### config.mk
export PLATFORM = sky130hd
export DESIGN_NAME = conv_layer_sched
export DESIGN_NICKNAME = d
export VERILOG_FILES = /design/src/rtl/conv_layer_sched.sv
export SDC_FILE = /design/constraint.sdc
export NUM_CORES = 1
export LEC_CHECK = 0
export ABC_AREA = 1
export CAP_MARGIN = 20
export CORE_ASPECT_RATIO = 0.7
export CORE_UTILIZATION = 37
export CTS_CLUSTER_DIAMETER = 150
export DETAILED_ROUTE_END_ITERATION = 10
export PLACE_DENSITY = 0.78
export SLEW_MARGIN = 40
export SYNTH_ARGS = -nofsm -noshare
export SYNTH_HDL_FRONTEND = slang
export SYNTH_SLANG_ARGS = --single-unit
### constraint.sdc
create_clock -name clk -period 1.4 [get_ports clk]
set_input_delay 0.35 -clock clk [delete_from_list [all_inputs] [get_ports clk]]
set_output_delay 0.35 -clock clk [all_outputs]
set_load 0.1 [all_outputs]
### src/rtl/conv_layer_sched.sv
// Layer sequencer for the shared 3x3 conv unit: runs one kernel at a time, streams the
// feature map through the conv unit and writes back only the results of fully in-image windows.
module conv_layer_sched #(
  parameter int DATA_WIDTH = 16,
  parameter int F          = 3,
  parameter int IMG_W      = 28,
  parameter int IMG_H      = 28,
  parameter int N_KERNEL   = 8,
  parameter int PIPE_LAT   = 6,
  parameter int ADDR_W     = 10,
  parameter int OADDR_W    = 13
) (
  input  logic                                            clk,
  input  logic                                            rst_n,
  input  logic                                            start,
  output logic                                            busy,
  output logic                                            done,
  output logic                                            rd_en,
  output logic [ADDR_W-1:0]                               rd_addr,
  input  logic [DATA_WIDTH-1:0]                           rd_data1,
  input  logic [DATA_WIDTH-1:0]                           rd_data2,
  input  logic [DATA_WIDTH-1:0]                           rd_data3,
  output logic [(N_KERNEL > 1 ? $clog2(N_KERNEL) : 1)-1:0] k_idx,
  output logic                                            conv_clr,
  output logic                                            conv_iValid,
  output logic [DATA_WIDTH-1:0]                           conv_iData1,
  output logic [DATA_WIDTH-1:0]                           conv_iData2,
  output logic [DATA_WIDTH-1:0]                           conv_iData3,
  input  logic [DATA_WIDTH-1:0]                           conv_result,
  output logic                                            out_valid,
  output logic [DATA_WIDTH-1:0]                           out_data,
  output logic [OADDR_W-1:0]                              out_addr
);

  localparam int NPIX = IMG_W * IMG_H;
  localparam int KW   = (N_KERNEL > 1) ? $clog2(N_KERNEL) : 1;
  localparam int CW   = (IMG_W > 1) ? $clog2(IMG_W) : 1;
  localparam int RW   = (IMG_H > 1) ? $clog2(IMG_H) : 1;
  localparam int DW   = $clog2(PIPE_LAT + 1);

  typedef enum logic [2:0] {
    S_IDLE,
    S_LOAD,
    S_STREAM,
    S_DRAIN,
    S_DONE
  } state_t;

  state_t              state;
  logic [CW-1:0]       col;
  logic [RW-1:0]       row;
  logic [DW-1:0]       drain_cnt;
  logic                win;
  logic                tag_d;
  logic [PIPE_LAT-1:0] tag_pipe;

  // Pixel currently being read sits at the bottom-right corner of a fully in-image window.
  assign win = (row >= RW'(F - 1)) && (col >= CW'(F - 1));

  // NOTE: every register below is written with <= so all of them see pre-edge values.
  always_ff @(posedge clk or negedge rst_n) begin
    if (!rst_n) begin
      state     <= S_IDLE;
      busy      <= 1'b0;
      done      <= 1'b0;
      rd_en     <= 1'b0;
      conv_clr  <= 1'b0;
      k_idx     <= '0;
      rd_addr   <= '0;
      row       <= '0;
      col       <= '0;
      drain_cnt <= '0;
    end else begin
      case (state)
        S_IDLE: begin
          if (start) begin
            state    <= S_LOAD;
            busy     <= 1'b1;
            conv_clr <= 1'b1;
          end
        end
        S_LOAD: begin
          conv_clr <= 1'b0;
          rd_en    <= 1'b1;
          rd_addr  <= '0;
          row      <= '0;
          col      <= '0;
          state    <= S_STREAM;
        end
        S_STREAM: begin
          if (rd_addr == ADDR_W'(NPIX - 1)) begin
            rd_en     <= 1'b0;
            rd_addr   <= '0;
            drain_cnt <= '0;
            state     <= S_DRAIN;
          end else begin
            rd_addr <= rd_addr + 1'b1;
            if (col == CW'(IMG_W - 1)) begin
              col <= '0;
              row <= row + 1'b1;
            end else begin
              col <= col + 1'b1;
            end
          end
        end
        S_DRAIN: begin
          // Hold until the last window's tag has left the pipe before switching banks.
          if (drain_cnt == DW'(PIPE_LAT)) begin
            if (k_idx == KW'(N_KERNEL - 1)) begin
              state <= S_DONE;
              done  <= 1'b1;
              k_idx <= '0;
            end else begin
              state    <= S_LOAD;
              conv_clr <= 1'b1;
              k_idx    <= k_idx + 1'b1;
            end
          end else begin
            drain_cnt <= drain_cnt + 1'b1;
          end
        end
        S_DONE: begin
          done  <= 1'b0;
          busy  <= 1'b0;
          state <= S_IDLE;
        end
        default: state <= S_IDLE;
      endcase
    end
  end

  // Pixel data comes straight from the RAM; its valid is the read strobe one cycle late.
  assign conv_iData1 = rd_data1;
  assign conv_iData2 = rd_data2;
  assign conv_iData3 = rd_data3;
  assign out_valid   = tag_pipe[PIPE_LAT-1];
  assign out_data    = conv_result;

  // NOTE: the tag pipe is a handful of flops, not a RAM, so it is reset to flush stale tags on abort.
  always_ff @(posedge clk or negedge rst_n) begin
    if (!rst_n) begin
      conv_iValid <= 1'b0;
      tag_d       <= 1'b0;
      tag_pipe    <= '0;
      out_addr    <= '0;
    end else begin
      conv_iValid <= rd_en;
      tag_d       <= rd_en && win;
      tag_pipe[0] <= tag_d;
      for (int i = 1; i < PIPE_LAT; i++) begin
        tag_pipe[i] <= tag_pipe[i-1];
      end
      if (out_valid) begin
        out_addr <= out_addr + 1'b1;
      end
    end
  end

endmodule

### Word level (Yosys, flattened, before mapping)

Cells that the tools add are included.
Widths: inputs -> output; s select.

* eq/ne operators: 16
* $add $sub $neg: 6
* shifts and indexed selects: 0
* div/mod/pow operators: 0
* multiply operators: 0
* $lt $le $gt $ge: 2
* mux-type cells: 27
* bitwise logic cells: 0
* reduce and logical (&&, ||, !) cells: 17

Operators with widths (count)
* $mux 3: 7
* $mux 5: 4
* $pmux 10 s2: 1
* $pmux 5 s2: 2
* $ne 2x2->1 const B: 8
* $add 13x1->13 const B: 1
* $pmux 3 s4: 1
* $reduce_and 3->1: 4
* $add 10x1->10 const B: 1
* $add 5x1->5 const B: 2
* $eq 10x10->1 const B: 1
* $ge 5x2->1 const B: 2
* $mux 10: 1
* $eq 3x3->1 const B: 3
* $reduce_and 2->1: 4
* $reduce_bool 2->1: 4
* $add 3x1->3 const B: 2
* $eq 3x2->1 const B: 2
* $mux 1: 6
* $pmux 1 s2: 3
* $pmux 3 s2: 1
* $eq 5x5->1 const B: 1
* $reduce_and 4->1: 1
* $eq 3x1->1 const B: 1
* 4 further kinds: 5

* memory bits (read-only): 0
* bits of input ports: 67
* memories kept: 0
* output and inout port bits: 96
* bits in latches: 0
* word-level logic and storage cells: 82
* RAM bits: 0
* register bits: 54

### Depth between registers and ports, before layout

Gate-level depths: netlist of run 1.

* depth in word-level cells: 4
* depth in mapped cells: 9
* gate-level depth less buffers: 8

### Worst setup path before layout of run 1

No wires, ideal clock.

* path kind: reg-to-reg
* start point: register rd_addr[0]
* end point: register rd_addr[9]
* cell stages (with the launch flop): 9
* clock period less this slack: 2118 ps
* library setup time: 121 ps
* path slack: -718 ps
* arrival: 1997 ps
* buffers on the path: 0
* data required time: 1279 ps
* cell sequence: dfrtp_1 > ha_1 > nand3_1 > nor2_2 > nand2_1 > nand2_4 > nand2_1 > nand2_1 > nor2_1

* longest elaborated chain between the ends: 3
* elaborated cells on any way between the ends: 4
* classes of those cells: add/sub: 1; eq/ne: 1; mux: 2

RTL lines
* from (decl): RTL line 19 `output logic [ADDR_W-1:0] rd_addr,`
* from (signal assigned): RTL line 97 `rd_addr <= rd_addr + 1'b1;`
* $add 10x1->10 / $eq 10x10->1 (equally long branches): RTL line 97, 91
* $mux 10 *: RTL line 91 `if (rd_addr == ADDR_W'(NPIX - 1)) begin`
* $pmux 10 s2 *: RTL line 74 `case (state)`

Every way passes the cells marked *; elsewhere a longest branch is shown, timed or not.
A chain may end at the register's enable or synchronous reset.

### Worst setup path after layout of run 1

* start point: register rd_addr[0]
* end point: output rd_addr[0]

No word-level cell between the ends.

==> results.txt, run 1 <==
The flow ran to the end, but the final reports show violations. The checks that failed: setup timing. The area share of the largest cell type after synthesis came out at 0.410. TritonCTS built the clock tree.

The count of pins on the block boundary came out at 163. For the total standard cell area after synthesis, the log shows 3290 um^2. The fraction of layout cells with a size suffix above 1 is 0.427.

The worst path in the final design needs a cycle of 1.45 ns, including I/O delays and setup. Summed over all cells, the static leakage comes to 1.90 nW. The worst setup path is captured at an output port.

The share of flip-flops with an asynchronous set or reset is 1.00, and the remaining antenna violation count is 0. For the first-pass iteration count of the detailed router, the log shows 4. Clock tree synthesis inserted a total of 5 buffers.

Leaving out filler cells and counting taps, the final layout contains 497. The global router's overall resource usage is 0.151. In this run the tool buffered the top-level ports with 34 buffer cells.

In this run the core area contains 28 standard-cell rows. The tools report the count of antenna diodes in the layout as 0. The required time at the endpoint of the critical path is 1.05 ns. Leaving out fill and tap cells, the most frequent cells in the layout are sky130_fd_sc_hd__nand2_1, sky130_fd_sc_hd__buf_12, sky130_fd_sc_hd__inv_1.

The total power after layout was 2.98 mW; the final routed wirelength across all metal layers was 6740 um. The die is 80.9 um tall. The HPWL after detailed placement is 4610 um.

The clock network latency to the later pin of the worst-skew pair is 0.29 ns. The tools report the synthesized net count as 457. Setup repair after global routing could not meet its margin everywhere. The clock-pin slew of the registers on the worst-case setup and hold paths came out at 0.07 ns.

The library cell used most frequently in the layout, excluding fill and tap cells, is sky130_fd_sc_hd__nand2_1. The H-tree was split into 2 levels. For the final weighted congestion in routability-driven placement, the log shows 0.837. Entering global routing, the biggest net connects 55 pins. The run gives 2433 as the routed via count.

Including well taps, the total number of placed cells is 480. In the post-synthesis netlist, the biggest area contributors are sky130_fd_sc_hd__dfrtp_1, sky130_fd_sc_hd__buf_4, sky130_fd_sc_hd__nand2_1. The run gives 0 as the count of synthesis-stage warnings from yosys. Compared with the post-synthesis result, the final layout area differs by 30.5%.

The number of synthesized flops with an enable pin was 0; the maximum operating frequency was 0.691 GHz. The number of buffers added to fix hold violations after cts was 0. The number of different library cells used by synthesis comes to 34. After detailed routing, the number of remaining DRC violations is 0. The logs give 0.00452 ns for the final worst clock skew and 0.385 for the initial core utilization.

For this design, the sink count on the clock tree is 54. Final design area excluding fillers: 4300 um^2. The run gives 0 as the overflow left after global routing. The number of endpoints with negative hold slack in the final report is 0, and the setup slack at placement is 0.00681 ns. The cell count after synthesis was 380.

STA classifies the critical path startpoint as a flip-flop. Power density normalized to cell area: 693 nW/um^2. Number of global-route vias before repair: 2320. Arrival time at the worst endpoint: 1.10 ns.

The setup path with the least slack is of type flip-flop to output port. The clock passes through at most 2 buffers. The first global-routing pass estimated 11000 um of wire. Counting flops and latches in the post-synthesis netlist gives 54. In the routed layout, each cell is associated on average with a via count of 4.90. The final setup slack of the worst path was -0.0474 ns; the number of design-rule violations left by the first detailed-router iteration was 130.

Each instance of the synthesized netlist takes up on average 8.67 um^2. The slew at the pin closest to its max-slew limit is 0.301 ns, and the worst-path maximum fanout is 6. For the number of max-cap violations, the log shows 0. The worst-case IR drop observed on VDD is 455 uV. Setup violations remaining at the end of the flow were counted as 5. In the synthesized netlist the dominant register cell turns out to be sky130_fd_sc_hd__dfrtp_1. The remaining max-slew budget at the tightest pin is 0.797.

The sequential element share of the synthesized area is 0.410, and the final clock period utilization by the worst path is 1.03. The largest total area in the synthesized netlist belongs to sky130_fd_sc_hd__dfrtp_1. Measured along the x axis, the die boundary spans 115 um.

The number of antenna violations at the first check in global routing is 0. The worst min-delay path class is primary input to asynchronous set/reset pin. The number of nets in the finished design was 453. After detailed routing, the average wire length per cell comes to 13.6 um.

CTS placed an instance of sky130_fd_sc_hd__clkbuf_16 at the clock tree root. The die covers 9290 um^2. The core region is 8550 um^2. The tools report the final core utilization as 0.503. The tools report the number of pins with negative max-slew slack in the final report as 0. The standard cell area after detailed placement was 3880 um^2.
layer usage:
metal  GRT usage  vias to the layer above  share of wire
met5           0                        -              0
met1       0.192                     1201           0.44
li1            -                     1146              -
met3      0.0478                        8          0.053
met2       0.248                       78           0.49
met4      0.0403                        0         0.0083
power by group:
| group | leakage [nW] | switching [mW] | internal, mW | total, mW |
|---|---|---|---|---|
| Clock | 0.0781 | 0.532 | 0.846 | 1.38 |
| Sequential | 0.666 | 0 | 1.56 | 1.56 |
| Combinational | 1.16 | 0.0314 | 0.00937 | 0.0408 |
| Total | 1.90 | 0.563 | 2.41 | 2.98 |
timing repair:
action | 4_1_cts | 5_1_grt
resized for setup | 7 | 44
pin swaps | 0 | 18
buffers inserted | 5 | 6
endpoints found under the setup margin | 9 | 30
final timing paths:
path	startpoint	to	slack [ns]	cells past startpoint
min in group clk	tag_pipe[4]	tag_pipe[5]	0.35	0
min reg2reg	tag_pipe[4]	tag_pipe[5]	0.35	0
max in group asynchronous	rst_n	rd_addr[6]	1.07	2
max reg2reg	rd_addr[4]	row[1]	0.01	7
max	rd_addr[0]	rd_addr[0]	-0.05	2
min	rst_n	tag_pipe[5]	0.05	2
state kept, by name, summed over array words and instances, names as in the netlist:
name and cells:
busy 1, col 5, conv_clr 1, conv_iValid 1
done 1, drain_cnt 3, k_idx 3, out_addr 13
rd_addr 10, rd_en 1, row 5, state 3
tag_d 1, tag_pipe 6
cells by family after synthesis:
| logic type | synth area share |
|---|---|
| and+or+nand+nor | 0.262 |
| buffers and inverters | 0.205 |
| DFF | 0.410 |
| AOI/OAI and AO/OA | 0.0391 |
| xor gates and xnor gates | 0.0426 |
| adders and majority gates | 0.0380 |
| muxes | 0.00342 |
Yosys cell counts, types with 2 or more instances:
library cell	n
sky130_fd_sc_hd__xnor2_1	6
sky130_fd_sc_hd__nor2_4	3
sky130_fd_sc_hd__nor2_2	4
sky130_fd_sc_hd__o21ai_1	5
sky130_fd_sc_hd__o21ai_0	11
sky130_fd_sc_hd__nand2_4	4
sky130_fd_sc_hd__nand3_2	4
sky130_fd_sc_hd__nand4_1	14
sky130_fd_sc_hd__ha_1	10
sky130_fd_sc_hd__inv_1	36
sky130_fd_sc_hd__nand2_8	2
sky130_fd_sc_hd__nand2_1	78
sky130_fd_sc_hd__o22ai_1	3
sky130_fd_sc_hd__buf_6	2
sky130_fd_sc_hd__nand3_1	25
sky130_fd_sc_hd__nor2_1	19
sky130_fd_sc_hd__nor3_1	5
sky130_fd_sc_hd__inv_2	4
sky130_fd_sc_hd__buf_2	2
sky130_fd_sc_hd__buf_4	65
sky130_fd_sc_hd__dfrtp_1	54
sky130_fd_sc_hd__a21oi_1	3
sky130_fd_sc_hd__xor2_1	10
worst max-delay path: stages (launching register included):
cell	delay, ns
sky130_fd_sc_hd__dfrtp_4	0.50
sky130_fd_sc_hd__buf_6	0.15
sky130_fd_sc_hd__buf_12	0.16
stage by stage:
stage	hold WS [ns]	setup TNS (ns)
6_report	0.0495	-0.138
5_1_grt	0.0864	-0.608
4_1_cts	0.0677	-0.109
3_5_place_dp	0.336	0
3_3_place_gp	0.331	0
2_1_floorplan	0.0544	-1.95
final cells by class:
class                      count  area (um^2)
clock inverter                 1         30.0
sequential                    54         1420
multi-input combinational    216         1510
tap                          120          150
timing repair buffer          58          895
clock buffer                   7          133
inverter                      41          156
fill                         762         4250
Power figures use the tool's default switching activity.
==> run 2: changes to the inputs <==
Settings changed: CORE_UTILIZATION 37 to 25, PLACE_DENSITY 0.78 to not set.
==> results.txt, run 2 (synthesis gave the netlist of run 1 again) <==
TritonCTS built the clock tree. For the final weighted congestion in routability-driven placement, the log shows 0.765. The final clock period utilization by the worst path came out at 1.03.

The final reports fail on DRC, setup timing. The area of the placeable core is 12600 um^2, and the power density normalized to cell area is 654 nW/um^2. The fraction of met3 tracks used by global routing is 0.0456, and the worst-path maximum fanout is 3. The wire-length estimate of the detail-placed layout is 4840 um. The repair_antennas step left the layout with diodes totalling 0.

The y dimension of the die works out to 98.0 um. Data arrives at the worst endpoint at 1.09 ns. After global routing, the most crowded layer is met2. The run gives -0.04 ns as the reg-to-reg setup timing slack. For the overflow left after global routing, the log shows 0.

The remaining antenna violation count was 0. Counting the buffers created by CTS gives 5. Maximum operating frequency: 0.694 GHz. The run gives 0.014 as the power share of the combinational group. The met2 usage in global routing was 0.162. The tools report the number of max-cap violations as 0. The number of endpoints with negative hold slack in the final report is 0. The number of filler instances in the final layout came out at 1232.

The run gives 2454 as the number of global-route vias before repair. The clock-pin slew of the registers on the worst-case setup and hold paths works out to 0.07 ns. The largest registers in the layout are out_addr x13, rd_addr x10, tag_pipe x6. The required time at the endpoint of the critical path is 1.05 ns, and the cell internal power dissipation is 2.28 mW. The remaining max-slew budget at the tightest pin was 0.790; the met1 track utilization from global routing was 0.126. The worst setup path is launched from a flip-flop. The number of design-rule violations left by the first detailed-router iteration is 89, and the global router's overall resource usage is 0.104. The die covers 13600 um^2.

The H-tree generated during clock tree synthesis spans 2 levels. Fraction of layout cells with a size suffix above 1: 0.408. The worst min-delay path class is primary input to asynchronous set/reset pin.

The nature of the critical path endpoint is an output port. The number of port buffers was 34. The routed via count is 2437. The flow ran to the end, but the final reports show violations. The tree is rooted in a sky130_fd_sc_hd__clkbuf_16. The area overhead of the layout relative to synthesis works out to 33.1%. The first global-routing pass estimated 11400 um of wire.

The final worst clock skew was 0.00459 ns; the post-detailed-route DRC marker count was 5. Setup repair after global routing could not meet its margin everywhere. In this run the critical register-to-register path is launched from rd_addr[0]. Timing analysis after detailed placement gives a worst setup slack of 0.0122 ns.

The die width was 139 um; the maximum vdd ir drop was 419 uV. The timing startpoint of the critical path was rd_addr[1]. Setup violations remaining at the end of the flow were counted as 11.

The flip-flop count of the largest register, all copies and words added was 13; the power dissipated by switching net loads was 589 uW. After detailed routing, the average wire length per cell comes to 12.3 um. The clock group share of total power is 0.442. Clock latency on the worst-skew pair, taken at its later pin, is 0.29 ns. The run gives 0.261 as the initial core utilization. The run gives 163 as the count of pins on the block boundary.

Using the TritonRoute via totals, the vias-per-cell ratio works out to 4.44. The number of antenna violations at the first check in global routing was 0. Number of pins with negative max-slew slack in the final report: 0.

The path depth of the worst reg2reg path is 9, and the final routed wirelength across all metal layers is 6770 um. Post-route non-filler standard cell count: 549. The first detailed-routing pass ran for 7 iterations. The library cell used most frequently in the layout, excluding fill and tap cells, is sky130_fd_sc_hd__nand2_1. The register with the most flip-flops in the final layout is out_addr. The setup path with the least slack is of type flip-flop to output port.

The tools report the static power due to leakage as 1.97 nW. The share of total power consumed by net switching works out to 0.205. The floorplan has 34 rows. Final setup slack of the worst path: -0.0417 ns.

The worst flop-to-flop path endpoint is rd_addr[9]. Following the worst setup path forward leads to its endpoint at rd_addr[1]. Summing all flip-flop and latch instances after layout gives 1420 um^2.

At the pin with the least slew margin, the transition time is 0.314 ns. The number of placed instances, taps included, is 524. The register share of total power is 0.543.

The clock passes through at most 2 buffers. The multi-input combinational cells in the finished layout cover a total of 1470 um^2. For this design, the sink count on the clock tree is 54. The worst path in the final design needs a cycle of 1.44 ns, including I/O delays and setup.

The maximum number of pins on one net before global-route repair was 55. In the layout the commonest cells are sky130_fd_sc_hd__nand2_1, sky130_fd_sc_hd__buf_12, sky130_fd_sc_hd__inv_1. After clock tree synthesis, the flow added hold-fix buffers numbering 0. For this run, the post-layout net count is 463.
-- run 2: changes by cell type in the layout (fill, tap and decap cells not counted), moves of 2 or more --
cell	delta
sky130_fd_sc_hd__nand2_1	+7
sky130_fd_sc_hd__nor2_1	+3
sky130_fd_sc_hd__nand3_4	-2
sky130_fd_sc_hd__o21ai_0	-2
sky130_fd_sc_hd__buf_6	+4
sky130_fd_sc_hd__nor2_2	-2
sky130_fd_sc_hd__nand2_2	-6
sky130_fd_sc_hd__buf_4	+4
-- run 2: per-stage QoR --
stage	hold WS [ns]	total power, mW	instance area, um^2	utilization	setup TNS, ns
after floorplan	0.0544	2.45	3480	-	-1.95
after CTS	0.0495	2.94	4200	0.332	-0.375
final	0.0345	2.87	4380	0.347	-0.206
after detailed placement	0.341	1.63	3970	0.314	0
after global placement	0.333	1.63	3970	0.314	0
after global routing	0.0649	2.99	4380	0.347	-1.74
-- run 2: worst max-delay path, stage by stage, from the launching register on --
cell	delay (ns)
sky130_fd_sc_hd__dfrtp_4	0.50
sky130_fd_sc_hd__buf_6	0.14
sky130_fd_sc_hd__buf_12	0.15
-- run 2: layout make-up --
cell class	instances	share of cell area
multi-input combinational	217	0.335
sequential	54	0.324
timing repair buffer	67	0.226
tap	162	0.0462
inverter	41	0.0351
clock buffer	7	0.0325
clock inverter	1	0.00114
-- run 2: timing repair --
item,in CTS,in global routing
gates resized for setup,12,27
setup endpoints to repair,8,36
pin swaps,4,6
setup buffers,7,9
cloned,0,1
-- run 2: layer usage --
layer | up-vias | part of all wire
met5 | - | 0
met4 | 0 | 0.010
met3 | 13 | 0.066
met2 | 72 | 0.47
met1 | 1188 | 0.45
li1 | 1164 | -
-- run 2: how the worst min path moves through the flow --
stage / from / to / slack, ns / cells past startpoint
5_1_grt: rst_n / out_addr[12] / 0.06 / 2
4_1_cts: rst_n / out_addr[12] / 0.05 / 2
2_1_floorplan: rst_n / busy / 0.05 / 0
6_report: rst_n / out_addr[3] / 0.03 / 2
3_5_place_dp: tag_pipe[2] / tag_pipe[3] / 0.34 / 0
3_3_place_gp: tag_pipe[4] / tag_pipe[5] / 0.33 / 0
-- run 2: power groups by stage --
stage | sequential (mW) | clock [mW] | combinational (mW)
2_1_floorplan | 1.59 | 0 | 0.863
3_3_place_gp | 1.59 | 0 | 0.0442
3_5_place_dp | 1.59 | 0 | 0.0447
4_1_cts | 1.56 | 1.34 | 0.0447
5_1_grt | 1.56 | 1.38 | 0.0495
6_report | 1.56 | 1.27 | 0.0415
